## src/rtl/ela_field_feeder_pkg.sv

```systemverilog
// Shared constants and FSM encoding for the ELA field feeder.
// The ELA side imports the same sizes so both ends of the row interface agree.
package ela_field_feeder_pkg;

  localparam int COLS = 128;
  localparam int ROWS = 32;
  localparam int DW   = 8;
  localparam int AW   = 13;

  typedef enum logic [2:0] {
    ST_IDLE,
    ST_PRIME,
    ST_WAIT,
    ST_STREAM,
    ST_DONE
  } state_t;

endpackage

```

## src/rtl/ela_field_feeder_if.sv

```systemverilog
// Row-serving and source-SRAM signals of the field feeder, bundled as one port.
// The master modport is the feeder; the slave modport is its environment (ELA, SRAM, control).
interface ela_field_feeder_if #(
  parameter int DW = 8,
  parameter int AW = 13
);
  logic          start;
  logic          req;
  logic          ready;
  logic [DW-1:0] in_data;
  logic [AW-1:0] src_addr;
  logic          src_ren;
  logic [DW-1:0] src_rdata;
  logic [4:0]    row_idx;
  logic          frame_done;
  logic          err;

  modport master (
    input  start, req, src_rdata,
    output ready, in_data, src_addr, src_ren, row_idx, frame_done, err
  );

  modport slave (
    output start, req, src_rdata,
    input  ready, in_data, src_addr, src_ren, row_idx, frame_done, err
  );
endinterface

```

## src/rtl/ela_field_feeder.sv

```systemverilog
// Reads one field of an interlaced frame from a 1-cycle-latency SRAM and serves it
// row by row to the ELA, prefetching the next row's pixel 0 so rows follow with no bubble.
module ela_field_feeder
  import ela_field_feeder_pkg::*;
#(
  parameter int COLS  = ela_field_feeder_pkg::COLS,
  parameter int ROWS  = ela_field_feeder_pkg::ROWS,
  parameter int FIELD = 0,
  parameter int DW    = ela_field_feeder_pkg::DW,
  parameter int AW    = ela_field_feeder_pkg::AW
) (
  input  logic               clk,
  input  logic               rst,
  ela_field_feeder_if.master bus
);

  localparam int CW = $clog2(COLS);

  state_t        state_q, state_d;
  logic [CW-1:0] col_q;
  logic [4:0]    row_q;
  logic          err_q;

  logic          start_ok;
  logic          accept_req;
  logic          last_col;
  logic          last_row;
  logic          proto_err;

  assign start_ok   = bus.start && (state_q == ST_IDLE || state_q == ST_DONE);
  assign accept_req = bus.req && (state_q == ST_WAIT);
  assign last_col   = (col_q == CW'(COLS - 1));
  assign last_row   = (row_q == 5'(ROWS - 1));

  // In WAIT, a simultaneous start loses to req and is only flagged.
  assign proto_err = (bus.req && state_q != ST_WAIT) ||
                     (bus.start && (state_q == ST_PRIME || state_q == ST_WAIT ||
                                    state_q == ST_STREAM));

  // NOTE: async reset listed in the sensitivity list; all state updates use <= so every
  // register samples pre-edge values regardless of block ordering.
  always_ff @(posedge clk or posedge rst) begin
    if (rst) begin
      state_q <= ST_IDLE;
    end else begin
      state_q <= state_d;
    end
  end

  // NOTE: state_d gets a default before the case so no path leaves it unassigned (no latch).
  always_comb begin
    state_d = state_q;
    case (state_q)
      ST_IDLE:   if (bus.start) state_d = ST_PRIME;
      ST_PRIME:  state_d = ST_WAIT;
      ST_WAIT:   if (bus.req) state_d = ST_STREAM;
      ST_STREAM: if (last_col) state_d = last_row ? ST_DONE : ST_WAIT;
      ST_DONE:   if (bus.start) state_d = ST_PRIME;
      default:   state_d = ST_IDLE;
    endcase
  end

  always_ff @(posedge clk or posedge rst) begin
    if (rst) begin
      col_q <= '0;
      row_q <= '0;
      err_q <= 1'b0;
    end else begin
      if (start_ok) begin
        col_q <= '0;
        row_q <= '0;
      end else if (accept_req) begin
        col_q <= col_q + CW'(1);
      end else if (state_q == ST_STREAM) begin
        col_q <= col_q + CW'(1);
        if (last_col && !last_row) row_q <= row_q + 5'd1;
      end

      // An accepted start clears the sticky flag, but an error in that same cycle still counts.
      if (start_ok) err_q <= proto_err;
      else          err_q <= err_q | proto_err;
    end
  end

  // Address generator: look one pixel ahead so SRAM latency is hidden, and at the end of a
  // row jump straight to the next row's pixel 0.
  logic [4:0]    addr_row;
  logic [CW-1:0] col_next;
  logic [AW-1:0] frame_line;
  logic [AW-1:0] row_base;

  always_comb begin
    addr_row = row_q;
    if (state_q == ST_STREAM && last_col && !last_row) addr_row = row_q + 5'd1;
    col_next = col_q;
    if (state_q == ST_STREAM || accept_req) col_next = col_q + CW'(1);
    frame_line = (AW'(addr_row) << 1) + AW'(FIELD);
    row_base   = frame_line << CW;
  end

  always_comb begin
    bus.ready      = 1'b0;
    bus.src_ren    = 1'b0;
    bus.frame_done = 1'b0;
    case (state_q)
      ST_PRIME:  bus.src_ren = 1'b1;
      ST_WAIT,
      ST_STREAM: begin
        bus.ready   = 1'b1;
        bus.src_ren = 1'b1;
      end
      ST_DONE:   bus.frame_done = 1'b1;
      default:   ;
    endcase
  end

  assign bus.src_addr = bus.src_ren ? (row_base + AW'(col_next)) : '0;
  assign bus.in_data  = bus.src_rdata;
  assign bus.row_idx  = row_q;
  assign bus.err      = err_q;

endmodule
```

## src/flat_wrapper.sv

```systemverilog
// flat-port wrapper written by rule: the top's interface ports become plain ports
module ela_field_feeder_flat import ela_field_feeder_pkg::*;
#(
  parameter int COLS  = ela_field_feeder_pkg::COLS,
  parameter int ROWS  = ela_field_feeder_pkg::ROWS,
  parameter int FIELD = 0,
  parameter int DW    = ela_field_feeder_pkg::DW,
  parameter int AW    = ela_field_feeder_pkg::AW
)
  (clk, rst, bus_start, bus_req, bus_src_rdata, bus_ready, bus_in_data, bus_src_addr, bus_src_ren, bus_row_idx, bus_frame_done, bus_err);
  ela_field_feeder_if #(.DW(DW), .AW(AW)) bus_i ();
  input  logic clk;
  input  logic rst;
  input wire logic [$bits(bus_i.start)-1:0] bus_start;
  input wire logic [$bits(bus_i.req)-1:0] bus_req;
  input wire logic [$bits(bus_i.src_rdata)-1:0] bus_src_rdata;
  output wire logic [$bits(bus_i.ready)-1:0] bus_ready;
  output wire logic [$bits(bus_i.in_data)-1:0] bus_in_data;
  output wire logic [$bits(bus_i.src_addr)-1:0] bus_src_addr;
  output wire logic [$bits(bus_i.src_ren)-1:0] bus_src_ren;
  output wire logic [$bits(bus_i.row_idx)-1:0] bus_row_idx;
  output wire logic [$bits(bus_i.frame_done)-1:0] bus_frame_done;
  output wire logic [$bits(bus_i.err)-1:0] bus_err;
  assign bus_i.start = bus_start;
  assign bus_i.req = bus_req;
  assign bus_i.src_rdata = bus_src_rdata;
  assign bus_ready = bus_i.ready;
  assign bus_in_data = bus_i.in_data;
  assign bus_src_addr = bus_i.src_addr;
  assign bus_src_ren = bus_i.src_ren;
  assign bus_row_idx = bus_i.row_idx;
  assign bus_frame_done = bus_i.frame_done;
  assign bus_err = bus_i.err;
  ela_field_feeder #(.COLS(COLS), .ROWS(ROWS), .FIELD(FIELD), .DW(DW), .AW(AW)) u_core (.clk(clk), .rst(rst), .bus(bus_i));
endmodule
```

## config.mk

```make
export PLATFORM = sky130hd
export DESIGN_NAME = ela_field_feeder_flat
export DESIGN_NICKNAME = d
export VERILOG_FILES = /design/src/rtl/ela_field_feeder_pkg.sv /design/src/rtl/ela_field_feeder_if.sv /design/src/rtl/ela_field_feeder.sv /design/src/flat_wrapper.sv
export SDC_FILE = /design/constraint.sdc
export NUM_CORES = 1
export LEC_CHECK = 0
export CAP_MARGIN = 10
export CELL_PAD_IN_SITES_DETAIL_PLACEMENT = 2
export CELL_PAD_IN_SITES_GLOBAL_PLACEMENT = 2
export CORE_MARGIN = 2
export CORE_UTILIZATION = 26
export DETAILED_ROUTE_END_ITERATION = 16
export PLACE_DENSITY_LB_ADDON = 0.12
export SLEW_MARGIN = 20
export SYNTH_ARGS = -nofsm -noshare
export SYNTH_HDL_FRONTEND = slang
export SYNTH_SLANG_ARGS = --single-unit
```

## constraint.sdc

```tcl
create_clock -name clk -period 2.61 [get_ports clk]
set_input_delay 0.522 -clock clk [delete_from_list [all_inputs] [get_ports clk]]
set_output_delay 0.522 -clock clk [all_outputs]
set_load 0.05 [all_outputs]
```

==> results.txt <==
----------------------------------------------------
[Run status]
  Run status ... finished, violations left
  Failing checks ... negative setup slack

[Global route]
  Number of global-route vias before repair ... 1214
  First-pass GRT wire length ... 5970 microns
  GRT Total Usage ... 0.148
  Overflow left after global routing ... 0
  Number of antenna violations at the first check in global routing ... 0
  Maximum number of pins on one net before global-route repair ... 17

[STA]
  Worst Slack Setup Final ... -0.105 ns
  Count of final hold-check violations ... 0
  Tmin final ... 2.72 ns
  Max-slew violation count ... 0
  Max frequency ... 368 MHz
  Worst Hold Slack ... 0.600 ns
  Total setup violations reported at the end of the flow ... 4
  Worst Tran Pin Value ... 0.680 ns
  Final period utilization ... 1.04
  Relative slew margins ... 0.546
  Clock Skews ... 0.00254 ns
  Unrepaired setup endpoints after global routing ... yes

[Synthesis]
  Commonest register cell after synthesis ... sky130_fd_sc_hd__dfrtp_1
  Net count after synthesis ... 144
  Share of synthesized area occupied by flip-flops and latches ... 0.339
  Cells after Synth ... 129
  Count of yosys warnings during synthesis ... 0
  Syn avg cell area ... 9.17 sq um
  Share of synthesized registers carrying an async set or reset ... 1.00
  Summed instance area of the synthesized netlist ... 1180 sq um
  Largest area contributor in the synthesized netlist ... sky130_fd_sc_hd__dfrtp_1
  Synth area leaders ... sky130_fd_sc_hd__dfrtp_1 34%, sky130_fd_sc_hd__mux2i_1 14%, sky130_fd_sc_hd__nand2_1 7.0%, sky130_fd_sc_hd__buf_4 5.7%, sky130_fd_sc_hd__nand2b_1 3.7%
  Share of the synthesized area in the top cell type ... 0.339
  Distinct cell type count of the synthesized netlist ... 36
  Number of synthesized register bits ... 16
  Number of flops mapped to enable cells by yosys ... 0

[Detailed routing]
  Number of nets with antenna violations after routing ... 0
  Drc violations ... 0
  DR vias ... 1083
  Drt total wl ... 3550 microns
  Avg WL per Cell ... 16.5 microns
  Number of DRC markers after the initial detailed-route iteration ... 35
  Number of iterations in the first detailed-routing pass ... 4
  DR vias/cell ... 5.04

[Worst setup path]
  Stage delay of the slowest cell on the critical path ... 0.52 ns
  Max FO, Critical Path ... 4
  Startpoint type of the worst setup path ... flop
  Crit path max-delay cell type ... sky130_fd_sc_hd__or4_4
  Critical path type ... flop to primary output
  Arrival time at the worst endpoint ... 2.19 ns
  Most common cell type on the critical path ... sky130_fd_sc_hd__ha_4
  Crit path buf inv count ... 2
  Setup slack of the worst register-to-register path ... 0.76 ns
  Data required, critical path ... 2.09 ns
  CP top delay family ... simple AND/OR/NAND/NOR gates
  Crit. End Element ... primary output
  Ordered cell list for the critical path ... ha_4 -> and3_4 -> ha_4 -> buf_4 -> or4_4 -> mux2i_4 -> buf_6

[Floorplanning]
  Row Count ... 24
  Die footprint ... 5100 sq um
  Top-level port count ... 42
  Initial Utilization ... 0.272
  Std-Cell Core Area ... 4350 sq um
  Die height ... 71.4 microns
  Horizontal extent of the die ... 71.4 microns

[Placed design]
  Inst Count DP ... 202
  Total half-perimeter wirelength after legalization and detailed placement ... 2610 microns
  Placed cell area ... 1690 sq um
  Number of buffer cells added on primary ports ... 24
  Global placer's final weighted congestion ... 0.709

[Clocking]
  Buffer depth of the longest clock path ... 2
  Clk_lat worst skew ... 0.26 ns
  Sinks on Clock Net ... 16
  Cell at the root of the clock tree ... sky130_fd_sc_hd__clkbuf_8
  Number of H-tree levels ... 1
  Clock tree from TritonCTS ... yes
  Clock-pin slew on the worst setup and hold paths ... 0.07 ns
  Number of buffers created by CTS ... 3

[Pwr]
  Power after layout ... 1.76 mW
  Pwr dens ... 929 nW/um^2
  Standby leakage power ... 0.766 nW
  Worst ir drop on vdd ... 0.523 mV

[Hold path]
  Min-delay worst type ... flop to flop

[Layout]
  Commonest cells after routing, fill and taps aside ... 22 x sky130_fd_sc_hd__nand2_1, 19 x sky130_fd_sc_hd__buf_4, 13 x sky130_fd_sc_hd__dfrtp_1, 11 x sky130_fd_sc_hd__clkdlybuf4s50_1, 11 x sky130_fd_sc_hd__buf_12
  Fill cells ... 445
  Final #Nets ... 179
  Total non-filler cell area in the finished layout ... 1890 sq um
  Layout cells sized above 1 ... 0.411
  Synthesis-to-layout area growth ... 59.9%
  Non-filler cells in the finished layout ... 215
  Most common cell after layout, fill and taps aside ... sky130_fd_sc_hd__nand2_1
  Antenna diodes ... 0

[Job]
  Max-cap violation count ... 0

----------------------------------------------------
==> repair_timing <==
item                       CTS  global route
buffers inserted             4             5
hold buffers                 0             0
resized for setup            7            10
pin swaps                    4             1
setup endpoints to repair    5            12
==> logic make-up after synthesis <==
logic type,share of synthesized area
fa+ha+maj,0.0317
simple gates,0.291
buf+inv,0.104
mux,0.135
other cells,0.00317
flops,0.339
compound gates,0.0963
==> worst min-delay path: stages (launching register included) <==
cell                      delay (ns)
sky130_fd_sc_hd__dfrtp_1        0.43
sky130_fd_sc_hd__nand2_1        0.08
sky130_fd_sc_hd__mux2i_1        0.06
==> report_power, final <==
group / total [mW] / internal [mW] / switching [mW]
Sequential: 0.414 / 0.312 / 0.102
Clock: 0.233 / 0.134 / 0.0984
Combinational: 1.11 / 0.513 / 0.595
Total: 1.76 / 0.960 / 0.796
==> cell usage after synthesis, types with 2 or more instances <==
cell type	number
sky130_fd_sc_hd__a21oi_1	8
sky130_fd_sc_hd__nand2_1	22
sky130_fd_sc_hd__dfrtp_1	16
sky130_fd_sc_hd__or4_1	3
sky130_fd_sc_hd__nand2b_1	7
sky130_fd_sc_hd__o21ai_0	3
sky130_fd_sc_hd__ha_1	3
sky130_fd_sc_hd__nor4_1	4
sky130_fd_sc_hd__buf_6	2
sky130_fd_sc_hd__o31ai_1	3
sky130_fd_sc_hd__buf_4	9
sky130_fd_sc_hd__inv_1	5
sky130_fd_sc_hd__or4_4	2
sky130_fd_sc_hd__nor2_1	5
sky130_fd_sc_hd__mux2i_1	16
==> final timing paths <==
kind / startpoint / end / cells after the start
setup / recovery: u_core.bus.row_idx[1] / bus_src_addr[12] / 7
hold / removal: u_core.bus.row_idx[3] / u_core.bus.row_idx[3] / 2
setup reg to reg: u_core.bus.row_idx[1] / u_core.bus.row_idx[3] / 7
hold reg to reg: u_core.bus.row_idx[3] / u_core.bus.row_idx[3] / 2
max in group asynchronous: rst / u_core.bus.row_idx[0] / 2
min in group asynchronous: rst / u_core.col_q[5] / 2
==> state kept, by name, summed over array words and instances, names as in the netlist <==
| register | count |
|---|---|
| u_core.bus.err | 1 |
| u_core.state_q | 3 |
| u_core.col_q | 7 |
| u_core.bus.row_idx | 5 |
==> per-layer routing <==
metal,wire (microns),up-vias,GRT usage
li1,-,513,-
met1,1650,533,0.201
met2,1690,28,0.238
met3,126,9,0.0155
met4,75,0,0.0692
met5,0,-,0
==> cell type report <==
type / count / area (sq um) / share of cell area
Timing Repair Buffer: 44 / 507 / 0.268
Clock buffer: 4 / 55.1 / 0.0291
Multi-Input combinational cell: 94 / 841 / 0.445
Inverter: 5 / 18.8 / 0.00993
Sequential cell: 16 / 404 / 0.214
Tap cell: 52 / 65.1 / 0.0344
==> stage by stage <==
| stage | setup TNS, ns | util | worst slack [ns] |
|---|---|---|---|
| floorplan | -0.0617 | - | -0.0617 |
| global placement | -0.0715 | 0.387 | -0.0536 |
| CTS | -0.348 | 0.416 | -0.107 |
| finish | -0.309 | 0.434 | -0.105 |
| global route | -0.666 | 0.434 | -0.184 |
| detailed placement | -0.138 | 0.387 | -0.0927 |
Note: power is estimated with default switching activity, not from simulation.
